$ cat src/rtl/rv32_sim_pkg.sv
// Shared types and tohost decode for the rv32 simulation/smoke harness blocks.
package rv32_sim_pkg;

  typedef enum logic [1:0] {HOLD, RUN, DONE} run_state_t;

  localparam int TOHOST_PASS = 1;

  typedef enum logic [1:0] {TH_NONE, TH_PASS, TH_FAIL} tohost_kind_e;

  // Callers zero-extend the store data so one decoder serves any XLEN up to 64.
  function automatic tohost_kind_e decode_tohost(input logic [63:0] wdata);
    if (wdata == 64'(TOHOST_PASS)) return TH_PASS;
    else if (wdata[0])             return TH_FAIL;
    else                           return TH_NONE;
  endfunction

endpackage

$ cat src/rtl/rv32_run_ctrl_sat_counter.sv
// Saturating up-counter with synchronous clear; sticks at all-ones instead of wrapping.
module sat_counter #(
  parameter int W = 32
) (
  input  logic         clk,
  input  logic         clr,
  input  logic         en,
  output logic [W-1:0] q
);

  always_ff @(posedge clk) begin
    if (clr)                  q <= '0;
    else if (en && (q != '1)) q <= q + 1'b1;
  end

endmodule

$ cat src/rtl/rv32_run_ctrl.sv
// Run controller for rv32_top: sequences core reset, bounds the run to a cycle
// budget, counts cycles/retires and decodes tohost stores into pass/fail/timeout.
module rv32_run_ctrl
  import rv32_sim_pkg::*;
#(
  parameter int               XLEN        = 32,
  parameter int               CNT_W       = 32,
  parameter int               RST_CYCLES  = 4,
  parameter int               MAX_CYCLES  = 200,
  parameter logic [XLEN-1:0]  TOHOST_ADDR = 32'h0000_1000
) (
  input  logic              clk,
  input  logic              rst_n,
  input  logic              restart,
  output logic              core_rst_n,
  input  logic              retire_valid,
  input  logic              dmem_we,
  input  logic [XLEN/8-1:0] dmem_be,
  input  logic [XLEN-1:0]   dmem_addr,
  input  logic [XLEN-1:0]   dmem_wdata,
  output logic              running,
  output logic              done,
  output logic              pass,
  output logic              fail,
  output logic              timeout,
  output logic [XLEN-2:0]   fail_code,
  output logic [CNT_W-1:0]  cycle_cnt,
  output logic [CNT_W-1:0]  instret_cnt
);

  localparam int HW = (RST_CYCLES > 1) ? $clog2(RST_CYCLES) : 1;

  run_state_t   state;
  logic [HW-1:0] hold_cnt;
  tohost_kind_e kind;
  logic         hit, last_cycle, in_run, cnt_clr;

  assign in_run     = (state == RUN);
  assign hit        = dmem_we && (&dmem_be) && (dmem_addr == TOHOST_ADDR);
  assign kind       = decode_tohost(64'(dmem_wdata));
  assign last_cycle = (cycle_cnt == CNT_W'(MAX_CYCLES - 1));
  assign cnt_clr    = !rst_n || ((state == DONE) && restart);

  // The hit edge itself is still a RUN cycle, so both counters advance on it.
  sat_counter #(.W(CNT_W)) u_cycle (
    .clk (clk),
    .clr (cnt_clr),
    .en  (in_run),
    .q   (cycle_cnt)
  );

  sat_counter #(.W(CNT_W)) u_instret (
    .clk (clk),
    .clr (cnt_clr),
    .en  (in_run && retire_valid),
    .q   (instret_cnt)
  );

  always_ff @(posedge clk) begin
    if (!rst_n) begin
      state      <= HOLD;
      hold_cnt   <= '0;
      core_rst_n <= 1'b0;
      running    <= 1'b0;
      done       <= 1'b0;
      pass       <= 1'b0;
      fail       <= 1'b0;
      timeout    <= 1'b0;
      fail_code  <= '0;
    end else begin
      case (state)
        HOLD: begin
          if (hold_cnt == HW'(RST_CYCLES - 1)) begin
            state      <= RUN;
            core_rst_n <= 1'b1;
            running    <= 1'b1;
          end else begin
            hold_cnt <= hold_cnt + 1'b1;
          end
        end
        RUN: begin
          // A qualifying store on the final budget cycle beats the timeout.
          if (hit && kind == TH_PASS) begin
            state   <= DONE;
            running <= 1'b0;
            done    <= 1'b1;
            pass    <= 1'b1;
          end else if (hit && kind == TH_FAIL) begin
            state     <= DONE;
            running   <= 1'b0;
            done      <= 1'b1;
            fail      <= 1'b1;
            fail_code <= dmem_wdata[XLEN-1:1];
          end else if (last_cycle) begin
            state   <= DONE;
            running <= 1'b0;
            done    <= 1'b1;
            timeout <= 1'b1;
          end
        end
        DONE: begin
          if (restart) begin
            state      <= HOLD;
            hold_cnt   <= '0;
            core_rst_n <= 1'b0;
            done       <= 1'b0;
            pass       <= 1'b0;
            fail       <= 1'b0;
            timeout    <= 1'b0;
            fail_code  <= '0;
          end
        end
        default: state <= HOLD;
      endcase
    end
  end

endmodule
$ cat config.mk
export PLATFORM = sky130hd
export DESIGN_NAME = rv32_run_ctrl
export DESIGN_NICKNAME = d
export VERILOG_FILES = /design/src/rtl/rv32_sim_pkg.sv /design/src/rtl/rv32_run_ctrl_sat_counter.sv /design/src/rtl/rv32_run_ctrl.sv
export SDC_FILE = /design/constraint.sdc
export NUM_CORES = 1
export LEC_CHECK = 0
export ABC_CLOCK_PERIOD_IN_PS = 3000
export BUFFER_PORTS_ARGS = -buffer_cell sky130_fd_sc_hd__buf_2
export CORE_MARGIN = 1.5
export CORE_UTILIZATION = 35
export CTS_CLUSTER_SIZE = 8
export DETAILED_ROUTE_END_ITERATION = 10
export PLACE_DENSITY = 0.68
export REMOVE_ABC_BUFFERS = 1
export SLEW_MARGIN = 20
export SYNTH_ARGS = -nofsm -noshare
export SYNTH_HDL_FRONTEND = slang
export SYNTH_HIERARCHICAL = 1
export SYNTH_SLANG_ARGS = --single-unit
$ cat constraint.sdc
create_clock -name clk -period 3 [get_ports clk]
set_clock_uncertainty 0.15 [all_clocks]
set_input_delay 0.3 -clock clk [delete_from_list [all_inputs] [get_ports clk]]
set_output_delay 0.3 -clock clk [all_outputs]
set_load 0.03 [all_outputs]
Yosys cells after proc, flatten, opt, wreduce, memory -nomap -nowiden
Cells that the tools add are included.

word-level totals
  flip-flop bits (word level) = 105
  input bits = 73
  output and inout bits = 101
  word-level logic and storage cells = 89

cells by class
  reductions and logical operators = 23
  equal/unequal tests = 19
  $add $sub $neg = 3
  muxes and demuxes = 33

operators with widths
  cell                                                                      count
  31-bit 2-to-1 mux                                                         3
  32-bit by 1-bit adder with 32-bit output (second input constant)          2
  32-bit inequality test (second input constant)                            2
  31-bit one-hot mux with 2 select lines                                    1
  32-bit by 1-bit == test with 1-bit output (second input constant)         1
  32-bit by 13-bit == test with 1-bit output (second input constant)        1
  32-bit by 8-bit == test with 1-bit output (second input constant)         1
  3-bit AND reduction                                                       6
  2-bit 2-to-1 mux                                                          8
  1-bit 2-to-1 mux                                                          13
  2-bit inequality test (second input constant)                             6
  1-bit one-hot mux with 2 select lines                                     6
  1-bit logical AND                                                         8
  4-bit AND reduction                                                       2
  2-bit == test (second input constant)                                     3
  2-bit one-hot mux with 3 select lines                                     1
  2-bit nonzero test                                                        3
  5-bit AND reduction                                                       1
  2-bit by 1-bit == test with 1-bit output (second input constant)          2
  2-bit by 1-bit inequality test with 1-bit output (second input constant)  2
  4-bit by 2-bit inequality test with 1-bit output (second input constant)  1
  2-bit one-hot mux with 2 select lines                                     1
  2-bit by 1-bit adder with 2-bit output (second input constant)            1
  2-bit zero test                                                           1
  2 further kinds                                                           2

Longest topological paths before layout
Gate-level depths: netlist of run 1.

  depth in word-level cells = 7
  gate-level depth with buffers = 9
  mapped depth without buffers = 8

Hierarchy
Netlist of run 1, hierarchy kept.

modules (own cells, without submodules)
  module                   area an instance (µm²)  cells an instance  times used  seq. area each (µm²)
  rv32_run_ctrl            2227.1                  250                1           820.8
  sat_counter (u_cycle)    1674.1                  199                1           640.6
  sat_counter (u_instret)  1606.5                  187                1           640.6

Least setup slack after synthesis of run 1
Ideal clock, no wire load.

  path type = flip-flop to flip-flop
  start = reg state[1]
  end = reg u_instret.q[30]
  data arrival time = 2.424 ns
  cell stages (with the launch flop) = 10
  clock period less this slack = 2.644 ns
  slack = 0.356 ns
  path buffers = 1
  setup time = 0.070 ns
  data required time = 2.780 ns
  cells stage by stage = dfxtp_1 -> inv_1 -> ha_1 -> clkbuf_1 -> and2_1 -> inv_1 -> nor4_2 -> o21ai_2 -> or4_1 -> a21oi_1

on the way
  word-level cells in the longest chain between the ends = 3
  elaborated cells on any way between the ends = 6
  classes of those cells = 2 x eq/ne; 4 x reduce/logical

RTL lines
  item                                      line                             source
  start: declaration                        rv32_run_ctrl.sv:33              run_state_t state;
  start signal: assignment                  rv32_run_ctrl.sv:61              state <= HOLD;
  start signal: assignment                  rv32_run_ctrl.sv:74              state <= RUN;
  start signal: assignment                  rv32_run_ctrl.sv:84              state <= DONE;
  2-bit by 1-bit == test with 1-bit output  rv32_run_ctrl.sv:38              assign in_run = (state == RUN);
  net in_run                                rv32_run_ctrl.sv:36              logic hit, last_cycle, in_run, cnt_clr;
  1-bit logical AND                         rv32_run_ctrl.sv:55              .en (in_run && retire_valid),
  1-bit logical AND                         rv32_run_ctrl_sat_counter.sv:13  else if (en && (q != '1)) q <= q + 1'b1;
  end signal: assignment                    rv32_run_ctrl_sat_counter.sv:13
  end: declaration                          rv32_run_ctrl_sat_counter.sv:8   output logic [W-1:0] q

The timed path passes the listed nets, and every way through them passes these cells.
A chain may end at the register's enable or synchronous reset.

Worst setup path after layout of run 1
Same ends and word-level chain as after synthesis.

==> metrics, run 1 <==
post-synthesis cell count 636; Crit path buffers/inverters 2; final core utilization 0.450; highest-count cells in the layout ignoring fill and taps buf_2 (173), dfxtp_1 (105), nand2_1 (61); total number of clock tree sinks 105; Core Area 15300 um2; initial core utilization 0.361; Int Pwr 2.29 mW; CP endpoint kind flip-flop; number of placed instances, taps included 1000; total CTS buffers 9; final slew viol count 0; number of buffers inserted for hold repair after clock tree synthesis 0; syn_area_per_cell roughly 8.7 um2; number of global-route vias before repair roughly 4700; maximum number of pins on one net before global-route repair 73; CP Data Arrival Time 2.69 ns; Cell Rows 45; overall global routing resource usage 0.173; Worst-path clk slew 0.08 ns; most common cell after layout, fill and taps aside buf_2; hold crit path type primary input to flip-flop; peak per-stage delay on the critical path between 0.4 and 0.5 ns; total I/O pin count approximately 170; routability congestion estimate 0.824; antenna violations before repair 1; Layout Area Growth over Synthesis 24.7%; total placed instance area 6590 um2; Max-Slew Margin vs Limit 0.546; die outline width 128 um; Max Clock Freq 391 MHz; Die Height ~130 um; global-route wire length before repair approximately 23 mm; number of warnings reported in the yosys synthesis log 6; Clk pwr share 0.353; worst setup path category flip-flop to flip-flop; internal reg-to-reg setup slack 0.44 ns; post-layout net count 879; RSZ-0062 raised after global routing false; Detail Placement HPWL 10.7 mm; post-synthesis register bit count 105; number of buffers on the longest clock path 2; full die area 16500 um2; post-route design area 6870 um2; PostCTS Resize Cnt 0; final routed wirelength across all metal layers 14.6 mm; DR DRC count 0; cell breakdown of the critical path inv_1 -> ha_1 -> and2_1 -> inv_1 -> nor4_2 -> o21ai_2 -> or4_1 -> a21oi_1; total congestion overflow after global routing 0; Post-synth top flop dfxtp_1; fraction of layout instances using a drive strength above 1 0.286; required time of the critical path 3.13 ns; number of distinct library cells after synthesis 63; most numerous cell on the critical path inv_1; H-tree depth 3; Switching Power 0.997 mW; run status completed; min cycle time layout 2.56 ns; power share of the sequential group 0.464; highest-delay cell along the critical path or4_1; number of detailed-route iterations in the first pass 4; Seq/Total Area, Yosys 0.382; worst ir drop on vdd 0.000365 V; starting DRC count in detailed routing 295; final total negative setup slack 0 ns; Finished Layout Cells around 1000; per-cell routed wire length 14.4 um; vias per cell 5.34; total leakage power 2.62 nW; # Max-Cap Violations 0; ys async rst share 0; Combinational Power Share 0.184; actual slew at the worst max-slew pin 0.663 ns; Cell Pwr Density 478 nW/um2; period utilisation layout 0.853; vias post-DR 5424; peak fanout along the critical path 7; TritonCTS clock tree built; number of antenna cells inserted 0; number of synthesized flops with an enable pin 0; number of routed nets with antenna violations 0; CTS Root Buffer Type clkbuf_16; nature of the critical path startpoint flip-flop; final-report hold violation count 0; Sw Ratio 0.304; clk_lat worst skew 0.35 ns; post-CTS setup-driven buffer insertion count 0; setup-violating endpoint count in the final report 0; category of cells accounting for the largest share of critical-path delay simple AND/OR/NAND/NOR gates; netlist area before placement 5510 um2; count of port buffers added during placement 173
==> Yosys cell counts (3+ instances only) <==
master,instances,share of area
a21oi_1,46,0.042
a31oi_1,5,0.0057
and2_1,6,0.0068
and3_1,8,0.0091
and4_1,8,0.013
buf_2,4,0.0036
buf_8,3,0.0082
clkbuf_1,25,0.017
dfxtp_1,105,0.38
ha_1,6,0.014
inv_1,8,0.0055
mux2_2,3,0.0061
mux2i_1,35,0.064
nand2_1,62,0.042
nand2b_1,5,0.0057
nand3_1,31,0.028
nand3b_1,32,0.044
nand4_1,22,0.025
nor2_1,32,0.022
nor2b_1,4,0.0045
nor3_1,5,0.0045
nor4_1,24,0.027
nor4b_1,6,0.0095
o2111ai_1,4,0.0064
o21ai_0,24,0.022
o21ai_1,6,0.0055
o31ai_1,15,0.020
or3_1,29,0.033
or4_1,15,0.020
xnor2_1,7,0.011
xor2_1,8,0.013
==> per-stage QoR <==
step	setup WS (ns)	power (mW)	hold WS [ns]
global placement	0.500	2.15	0.290
CTS	0.411	3.34	0.0556
detailed placement	0.434	2.16	0.295
floorplan	-0.910	1.94	0.278
global route	0.259	3.45	0.0718
finish	0.442	3.28	0.0691
==> cells by family (layout without fill, tap and decap cells) <==
kind of cell,after synthesis,count (layout),share of synthesized area
flip-flops,105,105,0.382
multiplexers,39,39,0.0718
AO/OA/AOI/OAI,122,122,0.146
buffers and inverters,45,214,0.0418
AND/OR/NAND/NOR,304,304,0.322
adder cells (fa/ha/maj),6,6,0.0136
XOR/XNOR,15,15,0.0239
==> worst min-delay path: stages <==
cell and delay (ns):
buf_2 0.10, nand3b_1 0.07, mux2i_1 0.06
==> metal layers <==
| metal | track usage | wire [um] | vias up |
|---|---|---|---|
| li1 | - | - | 2727 |
| met1 | 0.234 | 6910 | 2524 |
| met2 | 0.282 | 6760 | 152 |
| met3 | 0.0283 | 741 | 19 |
| met4 | 0.0588 | 226 | 2 |
| met5 | 0 | 13 | - |
==> state kept, by name, summed over array words and instances, names as in the netlist, 2 cells and up <==
| signal | count |
|---|---|
| u_instret/q | 32 |
| u_cycle/q | 32 |
| hold_cnt | 2 |
| state | 2 |
| fail_code | 31 |
==> worst paths after layout <==
kind | from | to | depth (start not counted)
setup / recovery | state[1] | u_instret/q[30] | 8
hold / removal | dmem_wdata[21] | fail_code[20] | 3
setup reg to reg | state[1] | u_instret/q[30] | 8
hold reg to reg | fail_code[0] | fail_code[0] | 2
==> power by group through the flow <==
| stage | clock network, mW | logic, mW | registers (mW) |
|---|---|---|---|
| after floorplan | 0 | 0.273 | 1.67 |
| after global placement | 0 | 0.600 | 1.55 |
| after detailed placement | 0 | 0.607 | 1.55 |
| after CTS | 1.21 | 0.608 | 1.52 |
| after global routing | 1.26 | 0.657 | 1.53 |
| final | 1.16 | 0.602 | 1.52 |
==> layout make-up <==
class | instances | area (um2)
clock buffers | 9 | 225
flip-flops and latches | 105 | 2100
inverters | 8 | 30.0
clock inverters | 7 | 58.8
fillers | 1529 | 8390
repair buffers | 190 | 1010
well taps | 211 | 264
multi-input cells | 486 | 3180
Power figures use the tool's default switching activity.
==> run 2: changes to the inputs <==
Settings changed: ABC_AREA from default to 1, CORE_UTILIZATION 35 to 40, PLACE_DENSITY 0.68 to 0.73.
==> metrics, run 2 <==
post-layout net count 1315 (+50%); worst ir drop on vdd 0.000306 V (-16%); total placed instance area 7640 um2 (+16%); syn_area_per_cell 6.24 um2 (-28%); CTS Root Buffer Type clkbuf_16; die outline width 132 um (+3.1%); library cell with the largest summed area after synthesis dfxtp_1; RSZ-0062 raised after global routing false; post-synthesis register bit count 105 (unchanged); global-route wire length before repair 30.4 mm (+31%); count of port buffers added during placement 173 (unchanged); total CTS buffers 9 (unchanged); per-cell routed wire length 12.5 um (-13%); routability congestion estimate 0.923 (+12%); most frequent cell after synthesis nand2_1; H-tree depth 3 (unchanged); clk_lat worst skew 0.36 ns (about the same); top cells by area, synth dfxtp_1 (31%), nand2_1 (15%), nor2_1 (12%), nand3_1 (7.2%), inv_1 (6.3%); Layout Area Growth over Synthesis 18.5%; post-route design area 7940 um2 (+16%); Cell Rows 47 (+4.4%); vias per cell 4.91 (-8.0%); antenna violations before repair 1 (unchanged); number of warnings reported in the yosys synthesis log 6 (unchanged); fraction of layout instances using a drive strength above 1 0.212 (-0.0738); number of synthesized flops with an enable pin 0 (unchanged); run status completed; number of detailed-route iterations in the first pass 7 (+3); post-synthesis cell count 1075 (+69%); XOR/XNOR share of the synthesized area 0.00131 (-0.0225); most common cell after layout, fill and taps aside nand2_1; hold crit path type primary input to flip-flop; Regs by FF count u_cycle/q (32), u_instret/q (32), fail_code (31); number of distinct library cells after synthesis 33 (-48%); Worst-path clk slew 0.07 ns (about the same); starting DRC count in detailed routing 432 (+46%); total number of clock tree sinks 105 (unchanged); Cell Pwr Density 585 nW/um2 (+22%); worst path setup slack after routing 0.759 ns (+0.317 ns); FF-to-FF Start u_instret/q[1]; total congestion overflow after global routing 0 (unchanged); total leakage power 3.76 nW (+44%); final-report hold violation count 0 (unchanged); setup-violating endpoint count in the final report 0 (unchanged); CP Data Arrival Time 2.38 ns (-0.31 ns); area share of and/or/nand/nor cells after synthesis 0.489 (+0.167); actual slew at the worst max-slew pin 0.685 ns (+0.0219 ns); commonest cells in the synthesized netlist nand2_1 (273), nor2_1 (219), inv_1 (113); main combinational cell family by area after synthesis simple AND/OR/NAND/NOR gates; worst hold start rst_n; share of synthesized cell area in full adder, half adder and majority cells 0.0112 (-0.00244); PostCTS Resize Cnt 0 (unchanged); Core Area 16500 um2 (+7.9%); mux contribution to synthesized area 0 (-0.0718); Post-synth top flop dfxtp_1; period utilisation layout 0.747 (-0.106); final total negative setup slack 0 ns (unchanged); final slew viol count 0 (unchanged); overall global routing resource usage 0.208 (+0.0352); Die Height 132 um (+3.1%); min cycle time layout 2.24 ns (-0.317 ns); compound-gate portion of the synthesized area 0.0780 (-0.0676); DR DRC count 0 (unchanged); nature of the critical path startpoint flip-flop; Max-Slew Margin vs Limit 0.543 (-0.00381); worst setup path start u_instret/q[1]; final routed wirelength across all metal layers 18.3 mm (+25%); TritonCTS clock tree built; # Max-Cap Violations 0 (unchanged); cell count of the worst hold path 3 (unchanged); total I/O pin count 174 (unchanged); required time of the critical path 3.14 ns (about the same); full die area 17600 um2 (+6.4%); post-CTS setup-driven buffer insertion count 0 (unchanged); vias post-DR 7179 (+32%); maximum number of pins on one net before global-route repair 42 (-42%); peak fanout along the critical path 32 (+25); Placement Setup Slack 0.754 ns (+0.320 ns); highest-count cells in the layout ignoring fill and taps nand2_1 (273), nor2_1 (219), buf_2 (173); number of global-route vias before repair 6517 (+38%); ys async rst share 0 (unchanged); CP endpoint kind flip-flop; top-area cell type share of the netlist area 0.313 (-0.0682); Detail Placement HPWL 13.9 mm (+30%); number of buffers inserted for hold repair after clock tree synthesis 0 (unchanged); number of buffers on the longest clock path 2 (unchanged); netlist area before placement 6710 um2 (+22%); Max Clock Freq 446 MHz (+14%); Seq/Total Area, Yosys 0.313 (-0.0682); initial core utilization 0.407 (+0.0463); worst setup path category flip-flop to flip-flop; number of routed nets with antenna violations 0 (unchanged); number of cell instances on the worst register-to-register path 9 (+1)
## run 2: cell types whose count changed after synthesis, moves of 24 or more
cell     before  now
nand2_1      62  273
nand3_1      31   96
a21oi_1      46   74
nor4_1       24    0
inv_1         8  113
or3_1        29    0
nor2_1       32  219
mux2i_1      35    0
## run 2: power breakdown
group / switching [mW] / leakage (nW) / internal (mW)
combinational: 1.21 / 2.77 / 0.527
clock: 0.554 / 0.143 / 0.674
sequential: 0.105 / 0.850 / 1.58
## run 2: worst paths after layout
path / end / slack [ns]
worst max-delay path: u_instret/q[8] / 0.76
worst min-delay path: done / 0.08
worst max register to register: u_instret/q[8] / 0.76
worst min register to register: fail_code[7] / 0.31
## run 2: final cells by class
cell class / instances / area [um2]
clock buffer: 12 / 246
clock inverter: 4 / 51.3
multi-input combinational: 818 / 3890
inverter: 121 / 454
timing repair buffer: 181 / 926
fill: 1774 / 8520
antenna: 1 / 2.50
tap: 220 / 275
sequential: 105 / 2100
## run 2: critical path, cell delays in order (launching register included)
cell and delay [ns]:
dfxtp_1 0.40, ha_1 0.22, nand2_1 0.11, nor2_4 0.13, nand2_4 0.10, nor2_8 0.17
nand2_2 0.35, nand2_1 0.29, nand2_1 0.07, a21oi_1 0.16
## run 2: per-stage QoR
stage / total power [mW] / hold WS, ns / instances / util
final: 4.65 / 0.0805 / 1462 / 0.482
after global routing: 4.94 / 0.0843 / 1462 / 0.482
after CTS: 4.69 / 0.0716 / 1461 / 0.482
after detailed placement: 3.46 / 0.302 / 1445 / 0.464
after global placement: 3.44 / 0.295 / 1445 / 0.464
after floorplan: 2.90 / 0.271 / 1044 / -
## run 2: kinds of logic (layout without fill, tap and decap cells)
logic type | Yosys count | in the layout
DFF | 105 | 105
other | 0 | 1
and+or+nand+nor | 713 | 713
buffers and inverters | 152 | 318
adders and majority gates | 6 | 6
xor gates and xnor gates | 1 | 1
AOI/OAI and AO/OA | 98 | 98
## run 2: metal layers
layer / track usage / share of wire
met1: 0.271 / 0.47
met2: 0.354 / 0.47
met3: 0.0372 / 0.047
met4: 0.0604 / 0.015
met5: 0 / 0
==> run 3: changes to the inputs <==
Settings changed: ABC_AREA 1 to 0, ABC_CLOCK_PERIOD_IN_PS 3000 to 1840, PLACE_DENSITY 0.73 to 0.78.
Clock period 3 ns to 1.84 ns, I/O delays scaled along.
==> metrics, run 3 (synthesized netlist as in run 1, its figures left out) <==
run status finished, violations left; failing checks negative setup slack; Die Height 120 um (-9.2%); number of global-route vias before repair 6512 (-0.077%); total placed instance area 7780 um2 (+1.8%); Max Clock Freq 438 MHz (-1.8%); peak fanout along the critical path 9 (-72%); Core Area 13300 um2 (-19%); Layout Area Growth over Synthesis 77.1%; routing layer with the top usage in global route met2; total congestion overflow after global routing 0 (unchanged); clk_lat worst skew 0.36 ns (about the same); # Max-Cap Violations 0 (unchanged); worst setup path category flip-flop to flip-flop; TritonCTS clock tree built; per-cell routed wire length 18.0 um (+43%); fraction of layout instances using a drive strength above 1 0.568 (+0.356); Cell Pwr Density 611 nW/um2 (+4.5%); post-layout net count 1112 (-15%); Worst-path clk slew 0.08 ns (about the same); nature of the critical path startpoint flip-flop; most common cell after layout, fill and taps aside buf_4; number of buffers on the longest clock path 2 (unchanged); number of antenna cells inserted 0 (-1); number of routed nets with antenna violations 0 (unchanged); initial core utilization 0.413 (+0.00534); cell breakdown of the critical path inv_2 -> ha_4 -> nand4_1 -> buf_4 -> or4_1 -> or3_1 -> a21oi_1; routability congestion estimate 0.879 (-4.7%); CP endpoint kind flip-flop; die outline width 120 um (-9.2%); vias post-DR 6934 (-3.4%); full die area 14500 um2 (-17%); final routed wirelength across all metal layers 21.8 mm (+19%); vias per cell 5.71 (+16%); worst hold margin 0.0460 ns (-0.0345 ns); worst ir drop on vdd 0.000531 V (+73%); starting DRC count in detailed routing 457 (+5.8%); period utilisation layout 1.24 (+0.493); post-route design area 9750 um2 (+23%); count of port buffers added during placement 173 (unchanged); actual slew at the worst max-slew pin 0.436 ns (-0.249 ns); Max-Slew Margin vs Limit 0.707 (+0.164); total CTS buffers 9 (unchanged); DR DRC count 0 (unchanged); total number of clock tree sinks 105 (unchanged); peak per-stage delay on the critical path 0.52 ns (+0.12 ns); RSZ-0062 raised after global routing true; setup-violating endpoint count in the final report 75 (+75); highest-count cells in the layout ignoring fill and taps buf_4 (183), buf_2 (174), dfxtp_1 (70); storage element area 2150 um2 (+2.3%); required time of the critical path 1.97 ns (-1.17 ns); hold crit path type primary input to flip-flop; final slew viol count 0 (unchanged); min cycle time layout 2.28 ns (+0.0413 ns); H-tree depth 3 (unchanged); final-report hold violation count 0 (unchanged); global-route wire length before repair 30.8 mm (+1.3%); Detail Placement HPWL 12.5 mm (-9.6%); fraction of met2 tracks used by global routing 0.478 (+0.124); antenna violations before repair 0 (-1); maximum number of pins on one net before global-route repair 52 (+24%); total I/O pin count 174 (unchanged); Cell Rows 42 (-11%); GR Util met1 0.296 (+0.0248); M3 GR Usage 0.0500 (+0.0128); CP Data Arrival Time 2.42 ns (+0.04 ns); overall global routing resource usage 0.260 (+0.0520); total leakage power 4.09 nW (+8.7%); CTS Root Buffer Type clkbuf_16; worst path setup slack after routing -0.442 ns (-1.20 ns); multi-input combinational cell area 4000 um2 (+2.9%); number of detailed-route iterations in the first pass 6 (-1); Regs by FF count u_cycle/q (32), u_instret/q (32), fail_code (31); fillers 917 (-48%); highest-delay cell along the critical path or4_1
run 3: cell count changes in the layout (fill, tap and decap cells not counted), moves of 18 or more:
cell           delta
dfxtp_2          +33
nand2_1         -214
inv_1           -108
dfxtp_1          -35
buf_4           +175
nor2_1          -188
nand3_1          -72
buf_6            +39
dlygate4sd3_1    +18
a21oi_1          -50
mux2i_1          +34
run 3: worst max-delay path: cells and delay by family (launching register included):
kind | cells | cell delay, ns
AO/OA/AOI/OAI | 1 | 0.17
flip-flops | 1 | 0.32
adder cells (fa/ha/maj) | 1 | 0.15
AND/OR/NAND/NOR | 3 | 1.08
buffers and inverters | 2 | 0.34
run 3: final cells by class:
class | count | area share
Multi-Input combinational cell | 486 | 0.410
Timing Repair Buffer | 423 | 0.312
Sequential cell | 105 | 0.221
Clock buffer | 14 | 0.0281
Tap cell | 176 | 0.0226
Clock inverter | 2 | 0.00359
Inverter | 8 | 0.00334
run 3: what timing repair did:
item,4_1_cts,5_1_grt
setup buffers,23,38
gates cloned,3,1
endpoints found under the setup margin,99,101
hold buffers,18,0
pin swaps,52,64
resized for setup,118,132
endpoints found under the hold margin,18,0
run 3: per-layer routing:
| layer | wire length (um) | vias up | part of all wire |
|---|---|---|---|
| met4 | 854 | 0 | 0.039 |
| met1 | 8240 | 3311 | 0.38 |
| met2 | 11400 | 356 | 0.52 |
| met3 | 1380 | 76 | 0.063 |
| li1 | - | 3191 | - |
| met5 | 0 | - | 0 |
run 3: per-stage QoR:
stage / setup WS (ns) / power, mW / TNS, ns / utilization / instances
after floorplan: -2.07 / 3.17 / -89.42 / - / 599
after global placement: -0.318 / 3.62 / -20.59 / 0.583 / 1123
after detailed placement: -0.392 / 3.65 / -24.95 / 0.583 / 1123
after CTS: -0.274 / 5.85 / -8.67 / 0.672 / 1182
after global routing: -0.459 / 6.18 / -19.62 / 0.731 / 1214
final: -0.442 / 5.96 / -13.19 / 0.731 / 1214
run 3: power by group:
part	total, mW	internal, mW	switching (mW)
sequential	2.48	2.40	0.0814
clock	2.06	1.17	0.892
combinational	1.42	0.667	0.752
total	5.96	4.24	1.73
run 3: final timing paths:
check                               startpoint       endpoint  slack [ns]  cells after the start
worst max-delay path                  state[1]  u_cycle/q[19]       -0.44                      7
worst min-delay path            dmem_wdata[29]  fail_code[28]        0.05                      3
worst max register to register        state[1]  u_cycle/q[19]       -0.44                      7
worst min register to register    fail_code[5]   fail_code[5]        0.31                      2
